===== src/rtl/lc3b_types.sv =====
// Shared LC-3b types: word/mask buses and the memory arbiter state encoding.
// Latency: n/a (types only).
// Backpressure: n/a (types only).
package lc3b_types;

    typedef logic [15:0] lc3b_word;
    typedef logic [1:0]  lc3b_mem_wmask;

    // Byte mask driven for instruction fetches: always a full word.
    localparam lc3b_mem_wmask FETCH_WMASK = 2'b11;

    typedef enum logic [1:0] {
        IDLE    = 2'd0,
        SERVE_I = 2'd1,
        SERVE_D = 2'd2
    } arb_state_t;

endpackage


===== src/rtl/mem_arbiter.sv =====
// Two-into-one arbiter: instruction (I) and data (D) ports share one physical memory, round-robin on contention.
// Latency: request sampled at edge N -> pmem strobe from cycle N+1; resp returned combinationally in the pmem_resp cycle.
// Backpressure: requesters hold until their resp; a losing or late request simply waits, nothing is dropped.
//
// Ports:
//   clk, reset                     clock, synchronous active-high reset
//   i_read/i_address               fetch read request (held until i_resp)
//   i_resp/i_rdata                 fetch completion pulse and read data
//   d_read/d_write/d_wmask/
//   d_address/d_wdata              data request (held until d_resp)
//   d_resp/d_rdata                 data completion pulse and read data
//   pmem_read/pmem_write/pmem_wmask/
//   pmem_address/pmem_wdata        registered physical memory request
//   pmem_resp/pmem_rdata           physical completion pulse and read data
module mem_arbiter
    import lc3b_types::*;
(
    input  logic          clk,
    input  logic          reset,

    input  logic          i_read,
    input  lc3b_word      i_address,
    output logic          i_resp,
    output lc3b_word      i_rdata,

    input  logic          d_read,
    input  logic          d_write,
    input  lc3b_mem_wmask d_wmask,
    input  lc3b_word      d_address,
    input  lc3b_word      d_wdata,
    output logic          d_resp,
    output lc3b_word      d_rdata,

    output logic          pmem_read,
    output logic          pmem_write,
    output lc3b_mem_wmask pmem_wmask,
    output lc3b_word      pmem_address,
    output lc3b_word      pmem_wdata,
    input  logic          pmem_resp,
    input  lc3b_word      pmem_rdata
);

    arb_state_t    r_state;
    logic          r_last_grant;   // 0: I served last, 1: D served last
    logic          r_pmem_read;
    logic          r_pmem_write;
    lc3b_mem_wmask r_pmem_wmask;
    lc3b_word      r_pmem_address;
    lc3b_word      r_pmem_wdata;

    arb_state_t    w_next_state;
    logic          w_i_req;
    logic          w_d_req;
    logic          w_grant_i;
    logic          w_grant_d;

    always_comb begin
        w_i_req      = i_read;
        w_d_req      = d_read | d_write;
        w_grant_i    = 1'b0;
        w_grant_d    = 1'b0;
        w_next_state = r_state;
        case (r_state)
            IDLE: begin
                // On contention the side that was not served last wins.
                if (w_i_req && (!w_d_req || r_last_grant)) begin
                    w_grant_i    = 1'b1;
                    w_next_state = SERVE_I;
                end else if (w_d_req) begin
                    w_grant_d    = 1'b1;
                    w_next_state = SERVE_D;
                end
            end
            SERVE_I, SERVE_D: begin
                if (pmem_resp) begin
                    w_next_state = IDLE;
                end
            end
            default: w_next_state = IDLE;
        endcase

        // A pmem_resp seen while idle (e.g. after a reset abandoned a transaction) is dropped here.
        i_resp = pmem_resp && (r_state == SERVE_I);
        d_resp = pmem_resp && (r_state == SERVE_D);
    end

    always_ff @(posedge clk) begin
        if (reset) begin
            r_state        <= IDLE;
            r_last_grant   <= 1'b1;
            r_pmem_read    <= 1'b0;
            r_pmem_write   <= 1'b0;
            r_pmem_wmask   <= '0;
            r_pmem_address <= '0;
            r_pmem_wdata   <= '0;
        end else begin
            r_state <= w_next_state;
            // Request fields are captured once at grant so mid-flight requester changes cannot leak out.
            if (w_grant_i) begin
                r_pmem_read    <= 1'b1;
                r_pmem_write   <= 1'b0;
                r_pmem_wmask   <= FETCH_WMASK;
                r_pmem_address <= i_address;
            end else if (w_grant_d) begin
                // Write takes priority if the MEM stage raises both strobes.
                r_pmem_read    <= ~d_write;
                r_pmem_write   <= d_write;
                r_pmem_wmask   <= d_wmask;
                r_pmem_address <= d_address;
                r_pmem_wdata   <= d_wdata;
            end
            if ((r_state != IDLE) && pmem_resp) begin
                r_pmem_read  <= 1'b0;
                r_pmem_write <= 1'b0;
                r_last_grant <= (r_state == SERVE_D);
            end
        end
    end

    assign pmem_read    = r_pmem_read;
    assign pmem_write   = r_pmem_write;
    assign pmem_wmask   = r_pmem_wmask;
    assign pmem_address = r_pmem_address;
    assign pmem_wdata   = r_pmem_wdata;

    // Read data passes straight through; only meaningful alongside the matching resp.
    assign i_rdata = pmem_rdata;
    assign d_rdata = pmem_rdata;

endmodule


===== config.mk =====
export PLATFORM = sky130hd
export DESIGN_NAME = mem_arbiter
export DESIGN_NICKNAME = d
export VERILOG_FILES = /design/src/rtl/lc3b_types.sv /design/src/rtl/mem_arbiter.sv
export SDC_FILE = /design/constraint.sdc
export NUM_CORES = 1
export LEC_CHECK = 0
export CAP_MARGIN = 0
export CORE_MARGIN = 2
export CORE_UTILIZATION = 37
export CTS_CLUSTER_DIAMETER = 40
export DETAILED_ROUTE_END_ITERATION = 6
export PLACE_DENSITY = 0.81
export SKIP_LAST_GASP = 1
export SLEW_MARGIN = 0
export SYNTH_ARGS = -nofsm -noshare
export SYNTH_HDL_FRONTEND = slang
export SYNTH_SLANG_ARGS = --single-unit

===== constraint.sdc =====
create_clock -name clk -period 1.7 [get_ports clk]
set_input_delay 0.255 -clock clk [delete_from_list [all_inputs] [get_ports clk]]
set_output_delay 0.255 -clock clk [all_outputs]
set_load 0.1 [all_outputs]

==> results.py <==
metrics = {
    "power_and_ir_drop": {
        "p_clk_share_pct": 17.6,
        "p_sw_share_pct": 44.2,
        "vdd_ir_drop_max_mv": 0.590,
        "combinationalPowerShare_pct": 55.4,
        "power.density_nw_per_um2": 1270,
        "p_sw_mw": 1.98,
        "seqPwrFrac_pct": 27.0,
        "power.leakage_nw": 1.33,
        "intPower_mw": 2.51,
        "total_power_mw": 4.49,
    },
    "cells_and_area": {
        "drive_above_1_share_pct": 29.5,
        "post-route-cell-area_sq_um": 3540,
        "finish.utilization_pct": 60.9,
        "layout.nets": 382,
        "diodes": 0,
        "mostFrequentLayoutCells": "clkdlybuf4s50_1 (54), buf_12 (44), dfxtp_1 (39)",
        "fillers": 509,
        "layout_commonest_cell": "clkdlybuf4s50_1",
        "syn2layout_area_growth_pct": 61.3,
        "final_cells": 383,
    },
    "placement": {
        "dpl.cell_count": 375,
        "dpl-instance-area_sq_um": 3420,
        "place.gp.congestion": 0.848,
        "dp_slack_ns": -0.0819,
        "portBuffers": 93,
        "place.detailed.hpwl_um": 4610,
    },
    "sta": {
        "fmax_mhz": 639,
        "finalHoldViolCount": 0,
        "worst_clock_skew_ns": 0.00695,
        "period_share_pct": 92.1,
        "rsz0062_at_grt": "no",
        "maxSlewViolCount": 0,
        "setup_viol": 0,
        "max_slew_margin_pct": 65.0,
        "setup_tns_ns": 0,
        "fin_crit_ns": 1.57,
        "holdWs_ns": 0.450,
        "fin_ws_ns": 0.134,
        "tightestPinTransition_ns": 0.525,
    },
    "routing": {
        "drtIter0Drc": 90,
        "dr.pass1.iters": 7,
        "wl_um": 6110,
        "drc_errors": 0,
        "vias": 2064,
        "antenna_left": 0,
        "wl_per_cell_um": 16.0,
        "vias_per_cell": 5.39,
    },
    "global_routing": {
        "grt_pass1_wl_um": 9730,
        "grt_max_degree": 22,
        "grt_pass1_vias": 2111,
        "grt_usage_pct": 18.9,
        "antenna_found_initial": 0,
        "grt_overflow_total": 0,
    },
    "die": {
        "dieArea_sq_um": 6560,
        "rows": 28,
        "start_util_pct": 37.7,
        "io_pins": 142,
        "die_w_um": 81.0,
        "fp.dieH_um": 81.0,
        "fp.coreArea_sq_um": 5820,
    },
    "synthesis": {
        "syn_inst": 243,
        "synth_top_area_share_pct": 35.6,
        "synth_area_sq_um": 2190,
        "synth_flop_cell": "dfxtp_1",
        "yosysWarnings": 0,
        "syn-num-nets": 318,
        "synth.distinct_cells": 34,
        "synth_area_leaders": "dfxtp_1 (36%), buf_4 (12%), a311oi_2 (11%)",
        "synth_top_area_cell": "dfxtp_1",
        "synth_edf_count": 0,
        "synth-async-reset-ratio_pct": 0,
        "synth.yosys.seq_area_share_pct": 35.6,
        "postSynthAreaPerCell_sq_um": 9.03,
        "synth_seq_cells": 39,
    },
    "critical_path": {
        "cp-end-kind": "register",
        "crit_family": "flip-flops",
        "crit_arrival_ns": 1.75,
        "crit_chain": "inv_1 > ha_1 > buf_4 > and2b_1 > nor2b_1 > a211o_1",
        "cpPeakStageDelay_ns": 0.38,
        "crit_required_ns": 1.88,
        "r2r_slack_ns": 0.13,
        "crit_type": "register to register",
        "cp-start-kind": "register",
        "cp.buffers_inverters": 2,
        "worstPathMaxFanout": 7,
        "slowest_stage": "dfxtp_1",
    },
    "run": {
        "cap_violations": 0,
    },
    "clock_tree": {
        "cts_buffer_depth": 2,
        "cts.clk_slew.worst_paths_ns": 0.08,
        "cts_root_buffer": "clkbuf_8",
        "cts_setup_buffers": 0,
        "holdBufCountCts": 0,
        "clk_latency_ns": 0.28,
        "h-tree-depth": 2,
        "cts_tree": "yes",
        "numCtsBuffers": 5,
        "ctsResizeCount": 0,
        "cts.sinks": 39,
    },
    "status": {
        "run_status": "finished clean",
    },
    "min_path": {
        "hold_class": "primary input to register",
    },
}
[Yosys cell counts, types with 2 or more instances]
cell      count
a21oi_1      17
a311oi_2     16
and2_1        2
buf_2         5
buf_4        36
buf_6         6
clkbuf_1      6
dfxtp_1      39
ha_1          3
inv_1         4
nand3_1      16
nand4_1      16
nor2_1       21
nor2b_1       2
nor4b_1       2
o21ai_0      32
o21ai_1       2
o32ai_1       2
[layer usage]
metal  routed length, um  track usage (%)  vias up
li1                    -                -      977
met5                   0                0        -
met1                2270             20.2     1002
met3                 417             5.44        6
met4                  29             4.75        0
met2                3390             36.3       79
[worst register-to-register path: cells and delay by family (launching register included)]
kind,cells,cell delay (ns)
AO/OA/AOI/OAI,1,0.26
adder cells (fa/ha/maj),1,0.25
buffers and inverters,2,0.27
flip-flops,1,0.38
AND/OR/NAND/NOR,2,0.32
[kinds of logic after synthesis]
group                      share of synthesized area (%)
AOI/OAI and AO/OA                                   28.6
and+or+nand+nor                                     15.6
buffers and inverters                               18.5
DFF                                                 35.6
adders and majority gates                           1.71
[registers in the layout, indices dropped and copies added, names as in the netlist]
register      cells
pmem_address     16
pmem_wdata       16
pmem_wmask        2
r_state           2
pmem_read         1
pmem_write        1
r_last_grant      1
[path summary, 6_finish.rpt]
check | start | end | cells past startpoint
worst min-delay path | reset | pmem_wdata[6] | 2
worst min register to register | r_state[0] | r_state[0] | 2
worst max register to register | r_state[1] | r_last_grant | 6
worst max-delay path | r_state[1] | r_last_grant | 6
[power groups by stage]
| stage | clock network [mW] | registers, mW | logic [mW] |
|---|---|---|---|
| after floorplan | 0 | 2.10 | 1.01 |
| after global placement | 0 | 1.23 | 2.45 |
| after detailed placement | 0 | 1.23 | 2.49 |
| after CTS | 0.809 | 1.21 | 2.50 |
| after global routing | 0.852 | 1.23 | 2.59 |
| final | 0.789 | 1.21 | 2.49 |
[cell type report]
| type | count | area, sq um | share of cell area, % |
|---|---|---|---|
| Timing Repair Buffer | 111 | 1520 | 42.8 |
| Multi-Input combinational cell | 146 | 1020 | 28.7 |
| Sequential cell | 39 | 781 | 22.1 |
| Tap cell | 75 | 93.8 | 2.65 |
| Clock buffer | 6 | 82.6 | 2.33 |
| Clock inverter | 2 | 35.0 | 0.990 |
| Inverter | 4 | 15.0 | 0.424 |
No activity file was read; power rests on OpenSTA's default activity.
